==> src/rtl/uart_banner_echo.sv <==
`timescale 1ns/1ps
`default_nettype none
// +-----------------------------------------------------------------------------+
// | Module   : uart_banner_echo                                                 |
// | Purpose  : streams a ROM banner to the UART TX, then echoes buffered RX     |
// |            bytes plus ECHO_OFFSET. Optional macro: CRLF_EXPAND_EN (CR->LF). |
// | Revision : 1.0                                                              |
// +-----------------------------------------------------------------------------+
module uart_banner_echo #(
   parameter int DATA_W       = 8,
   parameter int ADDR_W       = 8,
   parameter int MSG_LEN      = 192,
   parameter int READY_CYCLES = 8,
   parameter int FIFO_DEPTH   = 4,
   parameter int ECHO_OFFSET  = 1
) (
   input  logic              clk,
   input  logic              reset,
   input  logic              rx_done_tick,
   input  logic [DATA_W-1:0] r_data,
   input  logic              tx_ready,
   output logic              tx_start,
   output logic [DATA_W-1:0] w_data,
   output logic [ADDR_W-1:0] rom_addr,
   input  logic [DATA_W-1:0] rom_data,
   input  logic              replay_banner,
   output logic              busy,
   output logic              overflow
);

   localparam int c_rc_w  = $clog2(READY_CYCLES);
   localparam int c_ptr_w = $clog2(FIFO_DEPTH);
   localparam int c_cnt_w = c_ptr_w + 1;
   localparam logic [c_rc_w-1:0]  c_rc_max   = c_rc_w'(READY_CYCLES - 1);
   localparam logic [ADDR_W-1:0]  c_last     = ADDR_W'(MSG_LEN - 1);
   localparam logic [c_cnt_w-1:0] c_full_cnt = c_cnt_w'(FIFO_DEPTH);

   typedef enum logic [0:0] {ST_BANNER = 1'b0, ST_ECHO = 1'b1} state_t;

   state_t              r_state;
   logic [c_rc_w-1:0]   r_ready_cnt;
   logic                r_replay_pend;
   logic [DATA_W-1:0]   r_mem [FIFO_DEPTH];
   logic [c_ptr_w-1:0]  r_wr_ptr;
   logic [c_ptr_w-1:0]  r_rd_ptr;
   logic [c_cnt_w-1:0]  r_count;

   logic                w_go;
   logic                w_empty;
   logic                w_full;
   logic                w_replay;
   logic                w_send_banner;
   logic                w_send_lf;
   logic                w_pop;
   logic                w_push;
   logic                w_send;
   logic                w_crlf_pend;
   logic [DATA_W-1:0]   w_head;

   assign w_go    = tx_ready & (r_ready_cnt == c_rc_max);
   assign w_empty = (r_count == '0);
   assign w_full  = (r_count == c_full_cnt);
   assign w_head  = r_mem[r_rd_ptr];

   // A pending replay wins over an echo on the same cycle so the banner restarts cleanly.
   assign w_replay      = (r_state == ST_ECHO) & r_replay_pend & ~tx_start;
   assign w_send_banner = (r_state == ST_BANNER) & w_go;
   assign w_send_lf     = (r_state == ST_ECHO) & w_go & ~w_replay & w_crlf_pend;
   assign w_pop         = (r_state == ST_ECHO) & w_go & ~w_replay & ~w_crlf_pend & ~w_empty;
   assign w_send        = w_send_banner | w_send_lf | w_pop;
   assign w_push        = rx_done_tick & (~w_full | w_pop);

`ifdef CRLF_EXPAND_EN
   logic r_crlf_pend;

   always_ff @(posedge clk or posedge reset) begin
      if (reset) begin
         r_crlf_pend <= 1'b0;
      end else if (w_send_lf) begin
         r_crlf_pend <= 1'b0;
      end else if (w_pop && (w_head == DATA_W'(8'h0D))) begin
         r_crlf_pend <= 1'b1;
      end
   end

   assign w_crlf_pend = r_crlf_pend;
`else
   assign w_crlf_pend = 1'b0;
`endif

   always_ff @(posedge clk) begin
      if (w_push) begin
         r_mem[r_wr_ptr] <= r_data;
      end
   end

   always_ff @(posedge clk or posedge reset) begin
      if (reset) begin
         r_wr_ptr <= '0;
         r_rd_ptr <= '0;
         r_count  <= '0;
      end else begin
         if (w_push) r_wr_ptr <= r_wr_ptr + c_ptr_w'(1);
         if (w_pop)  r_rd_ptr <= r_rd_ptr + c_ptr_w'(1);
         case ({w_push, w_pop})
            2'b10:   r_count <= r_count + c_cnt_w'(1);
            2'b01:   r_count <= r_count - c_cnt_w'(1);
            default: r_count <= r_count;
         endcase
      end
   end

   always_ff @(posedge clk or posedge reset) begin
      if (reset) begin
         r_state       <= ST_BANNER;
         rom_addr      <= '0;
         tx_start      <= 1'b0;
         w_data        <= '0;
         busy          <= 1'b1;
         overflow      <= 1'b0;
         r_ready_cnt   <= '0;
         r_replay_pend <= 1'b0;
      end else begin
         tx_start <= w_send;

         if (w_send_banner)  w_data <= rom_data;
         else if (w_send_lf) w_data <= DATA_W'(8'h0A);
         else if (w_pop)     w_data <= w_head + DATA_W'(ECHO_OFFSET);

         if (rx_done_tick && w_full && !w_pop) overflow <= 1'b1;

         // Counter restarts after each send so strobes are never back to back.
         if (!tx_ready || w_send || tx_start)  r_ready_cnt <= '0;
         else if (r_ready_cnt != c_rc_max)     r_ready_cnt <= r_ready_cnt + c_rc_w'(1);

         if (w_send_banner) begin
            if (rom_addr == c_last) begin
               rom_addr <= '0;
               busy     <= 1'b0;
               r_state  <= ST_ECHO;
            end else begin
               rom_addr <= rom_addr + ADDR_W'(1);
            end
         end else if (w_replay) begin
            rom_addr <= '0;
            busy     <= 1'b1;
            r_state  <= ST_BANNER;
         end

         if (w_replay)                               r_replay_pend <= 1'b0;
         else if (replay_banner && r_state == ST_ECHO) r_replay_pend <= 1'b1;
      end
   end

endmodule
`default_nettype wire

==> config.mk <==
export PLATFORM = sky130hd
export DESIGN_NAME = uart_banner_echo
export DESIGN_NICKNAME = d
export VERILOG_FILES = /design/src/rtl/uart_banner_echo.sv
export SDC_FILE = /design/constraint.sdc
export NUM_CORES = 1
export LEC_CHECK = 0
export CAP_MARGIN = 20
export CORE_ASPECT_RATIO = 0.8
export CORE_MARGIN = 2
export CORE_UTILIZATION = 30
export CTS_BUF_LIST = sky130_fd_sc_hd__clkbuf_4 sky130_fd_sc_hd__clkbuf_8
export DETAILED_ROUTE_END_ITERATION = 10
export REMOVE_ABC_BUFFERS = 1
export SLEW_MARGIN = 20
export SYNTH_ARGS = -nofsm -noshare
export SYNTH_HDL_FRONTEND = slang
export SYNTH_SLANG_ARGS = --single-unit
==> constraint.sdc <==
create_clock -name clk -period 6.7 [get_ports clk]
set_input_delay 1.675 -clock clk [delete_from_list [all_inputs] [get_ports clk]]
set_output_delay 1.675 -clock clk [all_outputs]
set_load 0.05 [all_outputs]
# Yosys cells after proc, flatten, opt, wreduce, memory -nomap -nowiden
# Memories as Yosys holds them, arrays and structs flattened.
# Cells that the tools add are included.
[classes]
addsub = 7
multipliers = 0
div_mod_pow = 0
n_lt_le_gt_ge = 0
n_eq_ne = 7
shifts = 0
muxes = 18
n_bitwise = 15
reduce_logical = 14
[ops]
columns = ["operator", "count"]
rows = [
  ["2-to-1 mux 8 bit", 5],
  ["adder 8 x 1 -> 8 bit (second input constant)", 2],
  ["2-to-1 mux 1 bit", 10],
  ["nonzero test 2 bit", 5],
  ["AND 1 bit", 8],
  ["== test 8 bit (second input constant)", 1],
  ["adder 3 x 1 -> 3 bit (second input constant)", 2],
  ["== test 3 bit (second input constant)", 2],
  ["2-to-1 mux 3 bit", 2],
  ["case mux 3 bit (2 select lines)", 1],
  ["NOT 1 bit", 5],
  ["adder 2 x 1 -> 2 bit (second input constant)", 2],
  ["logical AND 1 bit", 3],
  ["logical NOT 3 bit", 1],
  ["!= test 3 bit (second input constant)", 1],
  ["subtractor 3 x 1 -> 3 bit (second input constant)", 1],
  ["== test 2 x 1 -> 1 bit (second input constant)", 1],
  ["== test 2 bit (second input constant)", 1],
  ["logical NOT 1 bit", 2],
  ["logical OR 1 bit", 2],
  ["!= test 2 x 1 -> 1 bit (second input constant)", 1],
  ["bitwise OR 1 bit", 2],
  ["AND reduction 2 bit", 1],
]
[word_totals]
ff_bits = 31
latch_bits = 0
ramBits = 32
romBits = 0
input_bits = 21
out_inout_bits = 19
wordCells = 73
n_memories = 1
[memory_table]
columns = ["memory", "words", "word_bits", "read_ports", "rd_clocked_by_memory_dff", "write_ports", "line", "text"]
rows = [
  ["r_mem", 4, 8, 1, 0, 1, "43", "logic [DATA_W-1:0] r_mem [FIFO_DEPTH];"],
]

# Longest topological paths before layout
[logic_depth]
ltp_word = 9
mapped_depth = 11

# Worst setup path after synthesis
# No wires, ideal clock.
[synth_path]
kind = "input-to-reg"
startpoint = "input port tx_ready"
endpoint = "register r_count[2]"
setup_time_ns = 0.080
arrival_time_ns = 3.099
t_required_ns = 6.620
setup_slack_ns = 3.521
cell_stages = 8
path_buffers = 0
path_cell_list = "nand2_4 nor4_1 nand2_1 fa_1 inv_1 nor3_1 a31oi_2 xnor2_1"
[synth_via]
elab_chain_len = 8
[synth_lines]
columns = ["element", "line", "text"]
rows = [
  ["from (decl)", "21", "input logic tx_ready,"],
  ["AND 1 bit *", "60", "assign w_go = tx_ready & (r_ready_cnt == c_rc_max);"],
  ["AND 1 bit * (3 in a row)", "69", "assign w_pop = (r_state == ST_ECHO) & w_go & ~w_replay & ~w_crlf_pend & ~w_empty;"],
  ["bitwise OR 1 bit", "71", "assign w_push = rx_done_tick & (~w_full | w_pop);"],
  ["AND 1 bit", "71", ""],
  ["== test 2 x 1 -> 1 bit or == test 2 bit (tied branches)", "105", "case ({w_push, w_pop})"],
  ["case mux 3 bit (2 select lines) or nonzero test 2 bit (tied branches)", "-", ""],
  ["to (signal assigned)", "106", "2'b10: r_count <= r_count + c_cnt_w'(1);"],
  ["to (signal assigned)", "107", "2'b01: r_count <= r_count - c_cnt_w'(1);"],
  ["to (signal assigned)", "108", "default: r_count <= r_count;"],
  ["to (decl)", "46", "logic [c_cnt_w-1:0] r_count;"],
]
# Every way passes the cells marked *; elsewhere a longest branch is shown, timed or not.
# A chain may end at the register's enable or synchronous reset.

# Worst setup path after layout
# Same ends and word-level chain as after synthesis.

==> results.cfg <==
[sta]
max_freq_mhz = 267
finClkSkew_ps = 9.55
relSlewSlack_pct = 46.2
period_share_pct = 56.0
slew_violations = 0
worst_slew_pin_slew_ps = 799
finalSetupTns_ps = 0
hold_viol = 0
fin_crit_ps = 3750
rsz0062_at_grt = no
setup_violations = 0

[clock_tree]
cts-htree-levels = 3
cts_hold_buf = 0
clk_pin_slew_ps = 70
cts_tree = done
ctsResizeCount = 0
clock_latency_ps = 340
cts_buffers = 9
cts_max_path_buffers = 2
root_buffer = clkbuf_8
postCtsSetupRepairBufs = 0
clkSinkCount = 63

[layout]
final_common_cell = clkdlybuf4s50_1
drive_above_1_share_pct = 12.3
final_util_pct = 38.7
stdcell_area_um2 = 3520
antenna_cells = 0
area_growth_pct = 24.6
fin_cells = 376
fin_nets = 286
fillers = 830
ff_latch_area_um2 = 1740
layout_common_cells = clkdlybuf4s50_1, edfxtp_1, dfrtp_1
multiInputGateArea_um2 = 1010

[global_route]
antenna_found_initial = 0
use_met3_pct = 2.35
grt_pass1_vias = 1733
grt_overflow = 0
grt_use_total_pct = 11.6
grt_start_max_net_pins = 32
met1_usage_pct = 16.3
top_usage_layer = met2
grt_util_met2_pct = 16.8
grt_pass1_wl_mm = 9.07

[power]
power.total_uw = 1040
vdd_drop_max_mv = 0.120
p_sw_uw = 310
sw_frac_of_total_pct = 29.7
combPwrFrac_pct = 20.5
pwr-share-clk_pct = 30.9
seqPwrFrac_pct = 48.6
power_per_cell_area_nw_per_um2 = 296
power.leakage_uw = 0.00134
p_int_uw = 734

[placed_design]
io_buffers = 39
place.gp.congestion = 0.789
dp_hpwl_mm = 3.95
placed_cell_area_um2 = 3330
placed_cells = 360

[setup_path]
crit_required_ps = 6960
start_kind = primary input
cp_max_fo = 5
crit_type = in -> reg
critPathCaptureType = flip-flop
cp_data_arrival_time_ps = 4010
r2r_slack_ps = 3960

[floorplan]
die_h_um = 90.8
initial_core_util_pct = 31.0
std_cell_rows = 31
coreArea_um2 = 9110
die_area_um2 = 10200
io_pins = 40
die_w_um = 113

[yosys]
synth_warnings = 0
synth_edf_count = 32
syn_area_per_cell_um2 = 13.4
synth-main-ff-cell = edfxtp_1
synthArstFlopShare_pct = 49.2
synth.distinct_cells = 45
synth_area_leader_cell = edfxtp_1
syn_area_um2 = 2830
synth-seq-cells = 63
seq_area_frac_synth_pct = 61.5
synthCells = 211
synth.area.top_cells = edfxtp_1, dfrtp_1, mux4_2, ha_1, o21ai_0
synth.top_cell.area_share_pct = 34.0

[drt]
ant_nets = 0
num_vias = 1780
routed_wl_mm = 5.47
drc = 0
wl_per_cell_um = 14.6
via_per_inst = 4.73
initialDrtViolationCount = 109
dr.pass1.iters = 4

[run]
cap_violations = 0

[status]
status = finished, final reports clean

[min_path]
min_path_type = reg -> reg
==> final cells by class <==
class	instances	area share [%]
clock buffers	9	3.51
clock inverters	7	2.06
inverters	10	1.06
multi-input cells	132	28.7
flip-flops and latches	63	49.3
well taps	115	4.08
repair buffers	40	11.3
==> sequential cells by signal, indices dropped and copies added (netlist names), 2 cells and up <==
name         flops
r_wr_ptr         2
r_mem           32
rom_addr         8
r_rd_ptr         2
r_ready_cnt      3
r_count          3
w_data           8
==> power groups by stage <==
stage | Combinational (µW) | Clock, µW | Sequential (µW)
finish | 214 | 323 | 508
global placement | 214 | 0 | 515
floorplan | 115 | 0 | 543
detailed placement | 217 | 0 | 517
CTS | 218 | 331 | 509
global route | 239 | 350 | 515
==> final timing paths <==
check / startpoint / to / cells after the start
max: tx_ready / r_count[2] / 9
min: overflow / overflow / 1
max reg2reg: r_ready_cnt[0] / r_count[2] / 10
min reg2reg: overflow / overflow / 1
max in group asynchronous: reset / busy / 3
min in group asynchronous: reset / rom_addr[0] / 3
==> per-layer routing <==
layer | wire length, µm | share of wire, % | vias up
li1 | - | - | 864
met1 | 2630 | 48 | 851
met2 | 2460 | 45 | 55
met3 | 270 | 4.9 | 10
met4 | 108 | 2.0 | 0
met5 | 0 | 0 | -
==> synthesized netlist by cell type, types with 2 or more instances <==
cell type and count:
a21oi_1 4, a22o_1 2, and2_1 6, and3_1 2
buf_6 2, dfrtp_1 30, edfxtp_1 32, ha_1 8
inv_1 10, mux2i_1 5, mux4_2 8, nand2_1 17
nand3_1 11, nand4_1 2, nor2_1 14, nor3_1 3
o211ai_1 2, o21ai_0 16, xnor2_1 7, xor2_1 5
==> critical path, cell delays in order <==
cell and delay [ps]:
clkdlybuf4s50_1 540, nand2_4 70, nor4_1 700, nand2_1 180, fa_1 390, inv_1 90
nor3_1 60, a31oi_2 170, xnor2_1 130
==> per-stage QoR <==
step / setup WS, ps / hold WS (ps)
finish: 2950 / 481
global route: 2780 / 516
CTS: 2950 / 492
detailed placement: 2610 / 476
global placement: 2680 / 483
floorplan: 3500 / 457
==> kinds of logic (layout without fill, tap and decap cells) <==
kind of cell	after synthesis	count (layout)	synth area share, %
flops	63	63	61.5
compound gates	35	35	8.50
mux	14	14	8.54
fa+ha+maj	9	9	4.25
simple gates	62	62	10.7
xor+xnor	12	12	3.72
buf+inv	16	66	2.88
No activity file was read; power rests on OpenSTA's default activity.
